`src/rtl/mips_pkg.sv`:
```
// Shared definitions for the MIPS fetch front end: fetch FSM states,
// primary opcode constants and the default reset PC.
package mips_pkg;

    typedef enum logic [1:0] {
        IDLE  = 2'd0,
        FETCH = 2'd1,
        HOLD  = 2'd2
    } fetch_state_t;

    localparam logic [5:0] OP_RTYPE = 6'h00;
    localparam logic [5:0] OP_J     = 6'h02;
    localparam logic [5:0] OP_BEQ   = 6'h04;
    localparam logic [5:0] OP_ADDI  = 6'h08;
    localparam logic [5:0] OP_LW    = 6'h23;
    localparam logic [5:0] OP_SW    = 6'h2b;

    localparam logic [31:0] RESET_PC_DEFAULT = 32'h0000_0000;

endpackage

```
`src/rtl/mips_pcnext.sv`:
```
// Next-PC selection: sequential, branch and jump targets with
// jump > branch > sequential priority. Purely combinational.
module mips_pcnext (
    input  logic [31:0] pc,
    input  logic [25:0] instr_index,
    input  logic        pcsrc,
    input  logic        jump,
    output logic [31:0] pcplus4,
    output logic [31:0] pcnext
);

    logic [31:0] branch_target;
    logic [31:0] jump_target;

    assign pcplus4       = pc + 32'd4;
    assign branch_target = pcplus4 + {{14{instr_index[15]}}, instr_index[15:0], 2'b00};
    assign jump_target   = {pcplus4[31:28], instr_index, 2'b00};

    always_comb begin
        // NOTE: the default-first assignment keeps this block latch-free
        pcnext = pcplus4;
        if (jump)
            pcnext = jump_target;
        else if (pcsrc)
            pcnext = branch_target;
    end

endmodule

```
`src/rtl/mips_fetch_unit.sv`:
```
// Instruction-fetch front end: owns PC, instruction register and retired
// count, fetching from imem over a req/ready handshake.
module mips_fetch_unit
    import mips_pkg::*;
#(
    parameter logic [31:0] RESET_PC = RESET_PC_DEFAULT,
    parameter int          CNT_W    = 32
) (
    input  logic             clk,
    input  logic             reset,
    output logic             imem_req,
    output logic [31:0]      imem_addr,
    input  logic             imem_ready,
    input  logic [31:0]      imem_rdata,
    output logic             instr_valid,
    output logic [31:0]      instr,
    output logic [5:0]       op,
    output logic [5:0]       funct,
    output logic [31:0]      pc,
    output logic [31:0]      pcplus4,
    input  logic             advance,
    input  logic             pcsrc,
    input  logic             jump,
    output logic [CNT_W-1:0] icount
);

    fetch_state_t state;
    logic [31:0]  pcnext;

    mips_pcnext u_pcnext (
        .pc          (pc),
        .instr_index (instr[25:0]),
        .pcsrc       (pcsrc),
        .jump        (jump),
        .pcplus4     (pcplus4),
        .pcnext      (pcnext)
    );

    assign imem_addr = pc;
    assign op        = instr[31:26];
    assign funct     = instr[5:0];

    // imem_req is registered and toggled on state transitions so it tracks FETCH exactly.
    always_ff @(posedge clk) begin
        // NOTE: sequential state uses non-blocking assignments only
        if (reset) begin
            state       <= IDLE;
            pc          <= RESET_PC;
            instr       <= 32'h0;
            instr_valid <= 1'b0;
            imem_req    <= 1'b0;
            icount      <= '0;
        end else begin
            case (state)
                IDLE: begin
                    state    <= FETCH;
                    imem_req <= 1'b1;
                end
                FETCH: begin
                    if (imem_ready) begin
                        instr       <= imem_rdata;
                        instr_valid <= 1'b1;
                        imem_req    <= 1'b0;
                        state       <= HOLD;
                    end
                end
                HOLD: begin
                    if (advance) begin
                        pc          <= pcnext;
                        instr_valid <= 1'b0;
                        icount      <= icount + CNT_W'(1);
                        imem_req    <= 1'b1;
                        state       <= FETCH;
                    end
                end
                default: begin
                    state    <= IDLE;
                    imem_req <= 1'b0;
                end
            endcase
        end
    end

endmodule

```
`config.mk`:
```
export PLATFORM = sky130hd
export DESIGN_NAME = mips_fetch_unit
export DESIGN_NICKNAME = d
export VERILOG_FILES = /design/src/rtl/mips_pkg.sv /design/src/rtl/mips_pcnext.sv /design/src/rtl/mips_fetch_unit.sv
export SDC_FILE = /design/constraint.sdc
export NUM_CORES = 1
export LEC_CHECK = 0
export ABC_AREA = 1
export CORE_ASPECT_RATIO = 0.75
export CORE_MARGIN = 2
export CORE_UTILIZATION = 42
export DETAILED_ROUTE_END_ITERATION = 6
export PLACE_DENSITY = 0.78
export SYNTH_ARGS = -nofsm -noshare
export SYNTH_HDL_FRONTEND = slang
export SYNTH_HIERARCHICAL = 1
export SYNTH_SLANG_ARGS = --single-unit
```
`constraint.sdc`:
```
create_clock -name clk -period 2.55 [get_ports clk]
set_input_delay 0.51 -clock clk [delete_from_list [all_inputs] [get_ports clk]]
set_output_delay 0.51 -clock clk [all_outputs]
set_load 0.02 [all_outputs]
```
* Yosys cells after proc, flatten, opt, wreduce, memory -nomap -nowiden
Index checks and enable logic that the tools add are counted.
** Operators by class
- Multiplexer cells :: 11
- Reduce and logical (&&, ||, !) cells :: 6
- $add $sub $neg :: 3
- Equal/unequal tests :: 4
** Operators by type and width (number)
- 32-bit two-way mux :: 2
- 32-bit by 1-bit adder with 32-bit output, second input constant :: 1
- 32-bit by 3-bit adder with 32-bit output, second input constant :: 1
- 32-bit adder :: 1
- 2-bit one-hot mux with 3 select lines :: 1
- 2-bit AND reduction :: 3
- 1-bit two-way mux :: 4
- 2-bit two-way mux :: 2
- 2-bit != test, second input constant :: 2
- 1-bit one-hot mux with 3 select lines :: 1
- 3-bit AND reduction :: 1
- 2-bit by 1-bit == test with 1-bit output, second input constant :: 1
- 2-bit == test, second input constant :: 1
- 2-bit logical NOT :: 1
- 1-bit one-hot mux with 2 select lines :: 1
- 2-bit nonzero test :: 1
** Word-level totals
- Flip-flop bits (word level) :: 100

* Depth between registers and ports, before layout
Gate-level depths: netlist of run 1.
- Depth after elaboration :: 4
- Gate-level depth with buffers :: 24
- Mapped depth without buffers :: 24

* Modules after synthesis
Netlist of run 1, hierarchy kept.
** Modules (own cells, without submodules)
- mips_fetch_unit :: times used 1, cells an instance 625, area each 4478.0 sq um
- mips_pcnext :: times used 1, cells an instance 718, area each 3543.4 sq um

* Least setup slack after synthesis of run 1
Ideal clock, no wire load.
- Path kind :: reg-to-reg
- From :: register pc[2] (netlist: imem_addr[2])
- To :: register pc[29] (netlist: imem_addr[29])
- Stages on the path, launching flop included :: 22
- Required time :: 2418 ps
- Buffers on the path :: 0
- Data arrival time :: 2991 ps
- Library setup time :: 132 ps
- Period minus slack after synthesis :: 3123 ps
- Slack :: -573 ps
- Cell sequence :: dfxtp_1 ha_1 inv_1 nor3_4 nand2_2 nor2_2 xor2_1 ha_1 nand2_1 nand2_1 inv_1 nor2_1 nor2_1 nand2_1 a21oi_1 nand2_1 nand2_1 nand3_1 nand2_1 inv_1 nand2_1 a21oi_1
** Between the ends
- Longest elaborated chain between the ends :: 4
** Ends and longest elaborated chain
- start, declared :: RTL line mips_fetch_unit.sv:19 : output logic [31:0] pc,
- start signal, assigned :: RTL line mips_fetch_unit.sv:69 : pc <= pcnext;
- 32-bit by 3-bit adder with 32-bit output :: RTL line mips_pcnext.sv:15 : assign pcplus4 = pc + 32'd4;
- net pcplus4[18] :: RTL line mips_fetch_unit.sv:20 : output logic [31:0] pcplus4,
- 32-bit adder :: RTL line mips_pcnext.sv:16 : assign branch_target = pcplus4 + {{14{instr_index[15]}}, instr_index[15:0], 2'b00};
- 32-bit two-way mux :: RTL line mips_pcnext.sv:24 : else if (pcsrc)
- 32-bit two-way mux :: RTL line mips_pcnext.sv:22 : if (jump)
- net pcnext[29] :: RTL line mips_fetch_unit.sv:28 : logic [31:0] pcnext;
The timed path passes the listed nets, and every way through them passes these cells.
A chain may end at the register's enable or synchronous reset.

* Worst setup path in the final report of run 1
- From :: register pc[2] (netlist: imem_addr[2])
- To :: register pc[27] (netlist: imem_addr[27])
** Between the ends
- Longest elaborated chain between the ends :: 4
** Ends and longest elaborated chain (RTL line)
- 32-bit by 3-bit adder with 32-bit output (*) :: mips_pcnext.sv:15
- 32-bit adder :: mips_pcnext.sv:16
- 32-bit two-way mux (*) :: mips_pcnext.sv:24
- 32-bit two-way mux (*) :: mips_pcnext.sv:22
- net pcnext[27] :: mips_fetch_unit.sv:28
The timed path passes the listed nets; every way through them passes the cells marked *.

==> metrics.yaml, run 1 <==
status:
  status: "finished with violations"
  violations: "setup timing"
logic_synthesis:
  netlist_area_um2: 8020
  syn-instance-count: 1343
  synth_seq_cells: 99
  synth_warnings: 6
  synth_area_per_cell_um2: 5.97
  synth_edf_count: 0
  ys.flop_type: "dfxtp_1"
  ys_seq_area_share_pct: 24.7
  synth_nets: 1419
  synth_async_sr_flop_share_pct: 0
  synth_cell_types: 44
pwr:
  powerDensity_nw_per_um2: 285
  ir_worst_vdd_mv: 0.359
  leakage_nw: 6.41
placement:
  dp_hpwl_um: 24800
  placed_area_um2: 11700
  portBuffers: 211
  routabilityCongestion: 0.961
layout:
  syn2layout_area_growth_pct: 73.8
  antenna-diode-count: 0
  final_common_cell: "nand2_1"
  drive_gt1_share_pct: 36.6
  fillCellCount: 1391
  fin_area_um2: 13900
  nets: 1802
  layout_common_cells: "nand2_1 (313), buf_4 (203), clkdlybuf4s50_1 (182), inv_1 (154), nor2_1 (89)"
global_routing:
  grt_pass1_wl_um: 51400
  gr-total-overflow: 0
  grt_pass1_vias: 9819
  groute.usage.overall_pct: 32.7
  antenna_found_initial: 0
  grt_max_degree: 52
timing:
  holdWs_ns: 0.468
  timing.final.ws_setup_ns: -0.529
  slew_headroom_pct: 47.4
  setup_viol_count_final: 34
  rsz0062_at_grt: "true"
  worst_pin_slew_ns: 0.788
  slew_violations: 0
  min_period_ns: 3.08
  hold_viol: 0
  skew_ns: 0.0128
  timing.final.crit_share_pct: 121
  max_freq_mhz: 325
  finalSetupTns_ns: -10.57
critical_path:
  cp_num_buf_inv: 3
  cpPeakStageDelay_ns: 0.39
  cp_slowest_cell: "dfxtp_4"
  arrival_ns: 3.37
  path_cells: "ha_4 > inv_4 > nor3_4 > nand2_2 > inv_2 > nand3_1 > nand2_1 > inv_2 > ha_4 > nand2_1 > nor2_2 > nand2_1 > nor3_1 > nand2_1 > nand3_1 > nand3_1 > nand2_1 > nand2_1 > a21oi_1"
  crit_required_ns: 2.85
  end_kind: "flip-flop"
  cpMostUsedCell: "nand2_1"
  cp-start-kind: "flip-flop"
  worstSetupPathType: "reg2reg"
  path_max_fanout: 4
  cp_top_family: "simple AND/OR/NAND/NOR gates"
flow_run:
  maxCapViolations: 0
drt:
  routedWlPerCell_um: 18.2
  first_iter_violations: 1113
  drcViolationCount: 0
  wl_um: 36000
  via_per_inst: 5.46
  vias: 10800
  drtPass1Iterations: 6
  ant_nets: 0
clock_tree:
  cts_root_buffer: "clkbuf_16"
  cts_sinks: 99
  cts_max_level: 3
  clk_latency_ns: 0.37
  numCtsBuffers: 9
  cts_tree: "yes"
  ctsHoldBuffers: 0
  path_clk_slew_ns: 0.09
  clock_path_buffers: 2
die:
  initial_core_util_pct: 43.1
  rows: 43
  die_h_um: 124
  ioPinCount: 212
  fp.coreArea_um2: 18600
  die-area_um2: 20200
  die_w_um: 164
worst_hold_path:
  worstHoldPathType: "reg2reg"
==> synth_stat cells, drive strengths merged (3+ instances only) <==
| master | n | area, um^2 |
|---|---|---|
| xnor2 | 6 | 52.6 |
| nor2 | 149 | 668 |
| and2 | 3 | 18.8 |
| dfxtp | 99 | 1980 |
| inv | 194 | 728 |
| o211ai | 6 | 45.0 |
| clkbuf | 15 | 56.3 |
| buf | 64 | 447 |
| nand2 | 416 | 1600 |
| xor2 | 16 | 140 |
| nand3b | 4 | 30.0 |
| ha | 37 | 463 |
| nand3 | 95 | 490 |
| nor3 | 16 | 96.4 |
| a21oi | 115 | 576 |
| o21ai | 68 | 340 |
| or2 | 6 | 37.5 |
| nand4 | 13 | 81.3 |
| o21bai | 8 | 60.1 |
==> state kept, by name (all words and copies together) (netlist names) <==
signal       count
state            2
instr_valid      1
imem_addr       32
icount          32
instr           32
==> per-stage QoR <==
step	util [%]	cells	setup slack, ns	power (mW)
finish	74.9	1978	-0.529	3.97
global route	74.9	1978	-0.636	4.09
CTS	70.4	1954	-0.306	3.93
detailed placement	63.0	1914	-0.529	2.36
global placement	63.0	1914	-0.507	2.35
floorplan	-	1343	-0.0593	2.01
==> cells by family (layout without fill, tap and decap cells) <==
group / Yosys count / count (layout) / share of synthesized area, %
buf+inv: 274 / 662 / 15.4
xor+xnor: 22 / 22 / 2.40
flops: 99 / 99 / 24.7
fa+ha+maj: 38 / 38 / 6.02
compound gates: 205 / 205 / 13.5
simple gates: 705 / 705 / 38.0
==> final cells by class <==
type	instances	area [um^2]	share of cell area [%]
multi-input cells	970	6430	46.1
repair buffers	451	4080	29.3
flip-flops and latches	99	2060	14.7
inverters	195	744	5.34
well taps	247	309	2.22
clock buffers	9	225	1.62
clock inverters	7	96.3	0.691
==> worst paths after layout <==
check,endpoint,slack [ns],from,cells past startpoint
setup / recovery,imem_addr[27]$_SDFFE_PP0P_,-0.53,imem_addr[2]$_SDFFE_PP0P_,19
hold / removal,instr[31]$_SDFFE_PP0P_,0.47,instr[31]$_SDFFE_PP0P_,2
setup reg to reg,imem_addr[27]$_SDFFE_PP0P_,-0.53,imem_addr[2]$_SDFFE_PP0P_,19
hold reg to reg,instr[31]$_SDFFE_PP0P_,0.47,instr[31]$_SDFFE_PP0P_,2
==> where the power goes <==
| part | switching (mW) | internal [mW] |
|---|---|---|
| clock | 0.798 | 0.726 |
| combinational | 0.446 | 0.381 |
| sequential | 0.0497 | 1.57 |
==> worst min-delay path: cells and delay by family, from the launching register on <==
family | cells | cell delay (ns)
AOI/OAI and AO/OA | 1 | 0.05
buffers and inverters | 1 | 0.05
DFF | 1 | 0.33
==> routing by layer <==
metal / track usage, % / routed length, um
met1: 42.9 / 14100
met2: 53.3 / 16300
met3: 6.36 / 3960
met4: 13.3 / 1710
met5: 0 / 0
==> repair_timing <==
action                     4_1_cts  5_1_grt
pin swaps                       71       68
gates resized for setup        309      199
buffers inserted                25       35
setup endpoints to repair       50       49
gates cloned                     0        0
Power figures use the tool's default switching activity.
==> run 2, diff against run 1 <==
--- a/config.mk
+++ b/config.mk
@@ -11,6 +11,7 @@
 export CORE_UTILIZATION = 42
 export DETAILED_ROUTE_END_ITERATION = 6
 export PLACE_DENSITY = 0.78
+export RECOVER_POWER = 100
 export SYNTH_ARGS = -nofsm -noshare
 export SYNTH_HDL_FRONTEND = slang
 export SYNTH_HIERARCHICAL = 1
==> run 2 against run 1 <==
  * The run ends with DRC, setup timing left
  * Clock skew shrank 0.0021 ns
  * Design area shrank 0.28%
  * Global-route usage is the same
  * Fmax shrank 0.14%
  * Clock-buffer cell count is the same
  * Register-to-register slack is essentially flat
  * Die area is the same
  * Non-clock buffer count is the same
  * Combinational power is essentially flat
  * Utilization shrank 0.21 points
  * Critical endpoint is now imem_addr[25]$_SDFFE_PP0P_
==> metrics.yaml, run 2 (synthesized netlist as in run 1, its figures left out) <==
timing:
  worst_pin_slew_ns: 1.16  # +0.377 ns
  max_freq_mhz: 324  # -0.14%
  skew_ns: 0.0107  # -0.00212 ns
  holdWs_ns: 0.467  # -0.000570 ns
  setup_viol_count_final: 33  # -2.9%
  timing.final.crit_share_pct: 121  # +0.17 points
  slew_violations: 0  # unchanged
  timing.final.ws_setup_ns: -0.533  # -0.00435 ns
  hold_viol: 0  # unchanged
  rsz0062_at_grt: "true"
  min_period_ns: 3.08  # +0.00436 ns
  slew_headroom_pct: 22.4  # -25 points
global_routing:
  gr-total-overflow: 0  # unchanged
  antenna_found_initial: 0  # unchanged
  grt_pass1_vias: 9819  # unchanged
  grt_pass1_wl_um: 51400  # unchanged
  groute.usage.overall_pct: 32.7  # unchanged
  grt_max_degree: 52  # unchanged
pwr:
  switching_share_pct: 32.5  # -0.039 points
  switching_power_mw: 1.29  # -0.31%
  leakage_nw: 6.41  # about the same
  ir_worst_vdd_mv: 0.352  # -1.9%
  sequentialPowerShare_pct: 40.9  # about the same
  powerDensity_nw_per_um2: 285  # about the same
  power.internal_mw: 2.67  # -0.13%
  power_frac_clock_pct: 38.4  # about the same
  power_frac_comb_pct: 20.8  # about the same
critical_path:
  cp_slowest_cell: "dfxtp_4"
  crit_required_ns: 2.85  # about the same
  path_max_fanout: 4  # unchanged
  cpPeakStageDelay_ns: 0.39  # about the same
  cp-start-kind: "flip-flop"
  path_cells: "ha_4 > inv_4 > nor3_4 > nand2_2 > buf_6 > nor2_4 > xor2_4 > ha_4 > buf_4 > nand2_4 > buf_4 > buf_4 > nor3_4 > nand2_1 > nand3_4 > nor2_1 > o21ai_1 > nand2_1 > a21oi_1"
  end_kind: "flip-flop"
  worstSetupPathType: "reg2reg"
  arrival_ns: 3.39  # +0.02 ns
  cpMostUsedCell: "buf_4"
  cp_top_family: "simple AND/OR/NAND/NOR gates"
  cp_num_buf_inv: 5  # +2
clock_tree:
  clk_latency_ns: 0.37  # about the same
  cts_max_level: 3  # unchanged
  clock_path_buffers: 2  # unchanged
  cts_sinks: 99  # unchanged
  cts_root_buffer: "clkbuf_16"
  numCtsBuffers: 9  # unchanged
  cts_tree: "yes"
  path_clk_slew_ns: 0.09  # about the same
die:
  die-area_um2: 20200  # unchanged
  initial_core_util_pct: 43.1  # unchanged
  ioPinCount: 212  # unchanged
  die_w_um: 164  # unchanged
  rows: 43  # unchanged
  die_h_um: 124  # unchanged
  fp.coreArea_um2: 18600  # unchanged
drt:
  first_iter_violations: 1166  # +4.8%
  routedWlPerCell_um: 18.2  # about the same
  vias: 10800  # -0.50%
  wl_um: 36100  # about the same
  drtPass1Iterations: 7  # +1
  drcViolationCount: 9  # +9
  via_per_inst: 5.44  # -0.50%
  ant_nets: 0  # unchanged
placement:
  routabilityCongestion: 0.961  # unchanged
  placed_area_um2: 11700  # unchanged
  dp_hpwl_um: 24800  # unchanged
  portBuffers: 211  # unchanged
  dp_cells: 1914  # unchanged
layout:
  antenna-diode-count: 0  # unchanged
  final_common_cell: "nand2_1"
  syn2layout_area_growth_pct: 73.3
  drive_gt1_share_pct: 36.1  # -0.46 points
  layout_common_cells: "nand2_1 (314), buf_4 (200), clkdlybuf4s50_1 (178), inv_1 (154), nor2_1 (93)"
  fin_area_um2: 13900  # -0.28%
  nets: 1802  # unchanged
  final_cells: 1978  # unchanged
status:
  violations: "DRC, setup timing"
  status: "finished with violations"
worst_hold_path:
  worstHoldPathType: "reg2reg"
flow_run:
  maxCapViolations: 0  # unchanged
## run 2: cell types whose count changed in the layout (fill, tap and decap cells not counted), sizes merged
| cell | before | now |
|---|---|---|
| buf | 261 | 258 |
| clkdlybuf4s50 | 182 | 178 |
| dlygate4sd3 | 0 | 4 |
| clkbuf | 13 | 16 |
## run 2: metrics by stage
stage	util [%]	power [mW]	TNS, ns	setup WS, ns
finish	74.7	3.96	-10.49	-0.533
floorplan	-	2.01	-0.232	-0.0593
global route	74.7	4.09	-13.67	-0.636
detailed placement	63.0	2.36	-8.14	-0.529
global placement	63.0	2.35	-6.82	-0.507
CTS	70.4	3.93	-3.49	-0.306
## run 2: metal layers
metal	vias up	track usage, %	wire (um)
li1	4968	-	-
met1	4951	42.9	14000
met2	691	53.3	16600
met3	141	6.36	3860
met4	0	13.3	1640
met5	-	0	0
## run 2: final timing paths
check,to,start,slack (ns),cells past startpoint
max,imem_addr[25]$_SDFFE_PP0P_,imem_addr[2]$_SDFFE_PP0P_,-0.53,19
min,instr[31]$_SDFFE_PP0P_,instr[31]$_SDFFE_PP0P_,0.47,2
max reg2reg,imem_addr[25]$_SDFFE_PP0P_,imem_addr[2]$_SDFFE_PP0P_,-0.53,19
min reg2reg,instr[31]$_SDFFE_PP0P_,instr[31]$_SDFFE_PP0P_,0.47,2
## run 2: what timing repair did
action	4_1_cts	5_1_grt
buffers inserted	25	35
hold buffers	0	0
pin swaps	71	68
setup endpoints to repair	50	49
gates resized for setup	309	199
## run 2: final cells by class
type	instances	area [um^2]
clock buffers	9	225
inverters	195	744
multi-input cells	970	6400
clock inverters	7	96.3
repair buffers	451	4070
fillers	1397	4710
well taps	247	309
flip-flops and latches	99	2060
## run 2: power groups by stage
stage | combinational, mW | clock, mW | sequential, mW
finish | 0.823 | 1.52 | 1.62
CTS | 0.767 | 1.54 | 1.62
global placement | 0.693 | 0 | 1.65
floorplan | 0.299 | 0 | 1.71
global route | 0.873 | 1.59 | 1.63
detailed placement | 0.702 | 0 | 1.66
## run 2: worst register-to-register path: cells and delay by family (launching register included)
kind	cells	cell delay, ns
AO/OA/AOI/OAI	2	0.25
flip-flops	1	0.39
AND/OR/NAND/NOR	9	1.24
adder cells (fa/ha/maj)	2	0.46
XOR/XNOR	1	0.11
buffers and inverters	5	0.58
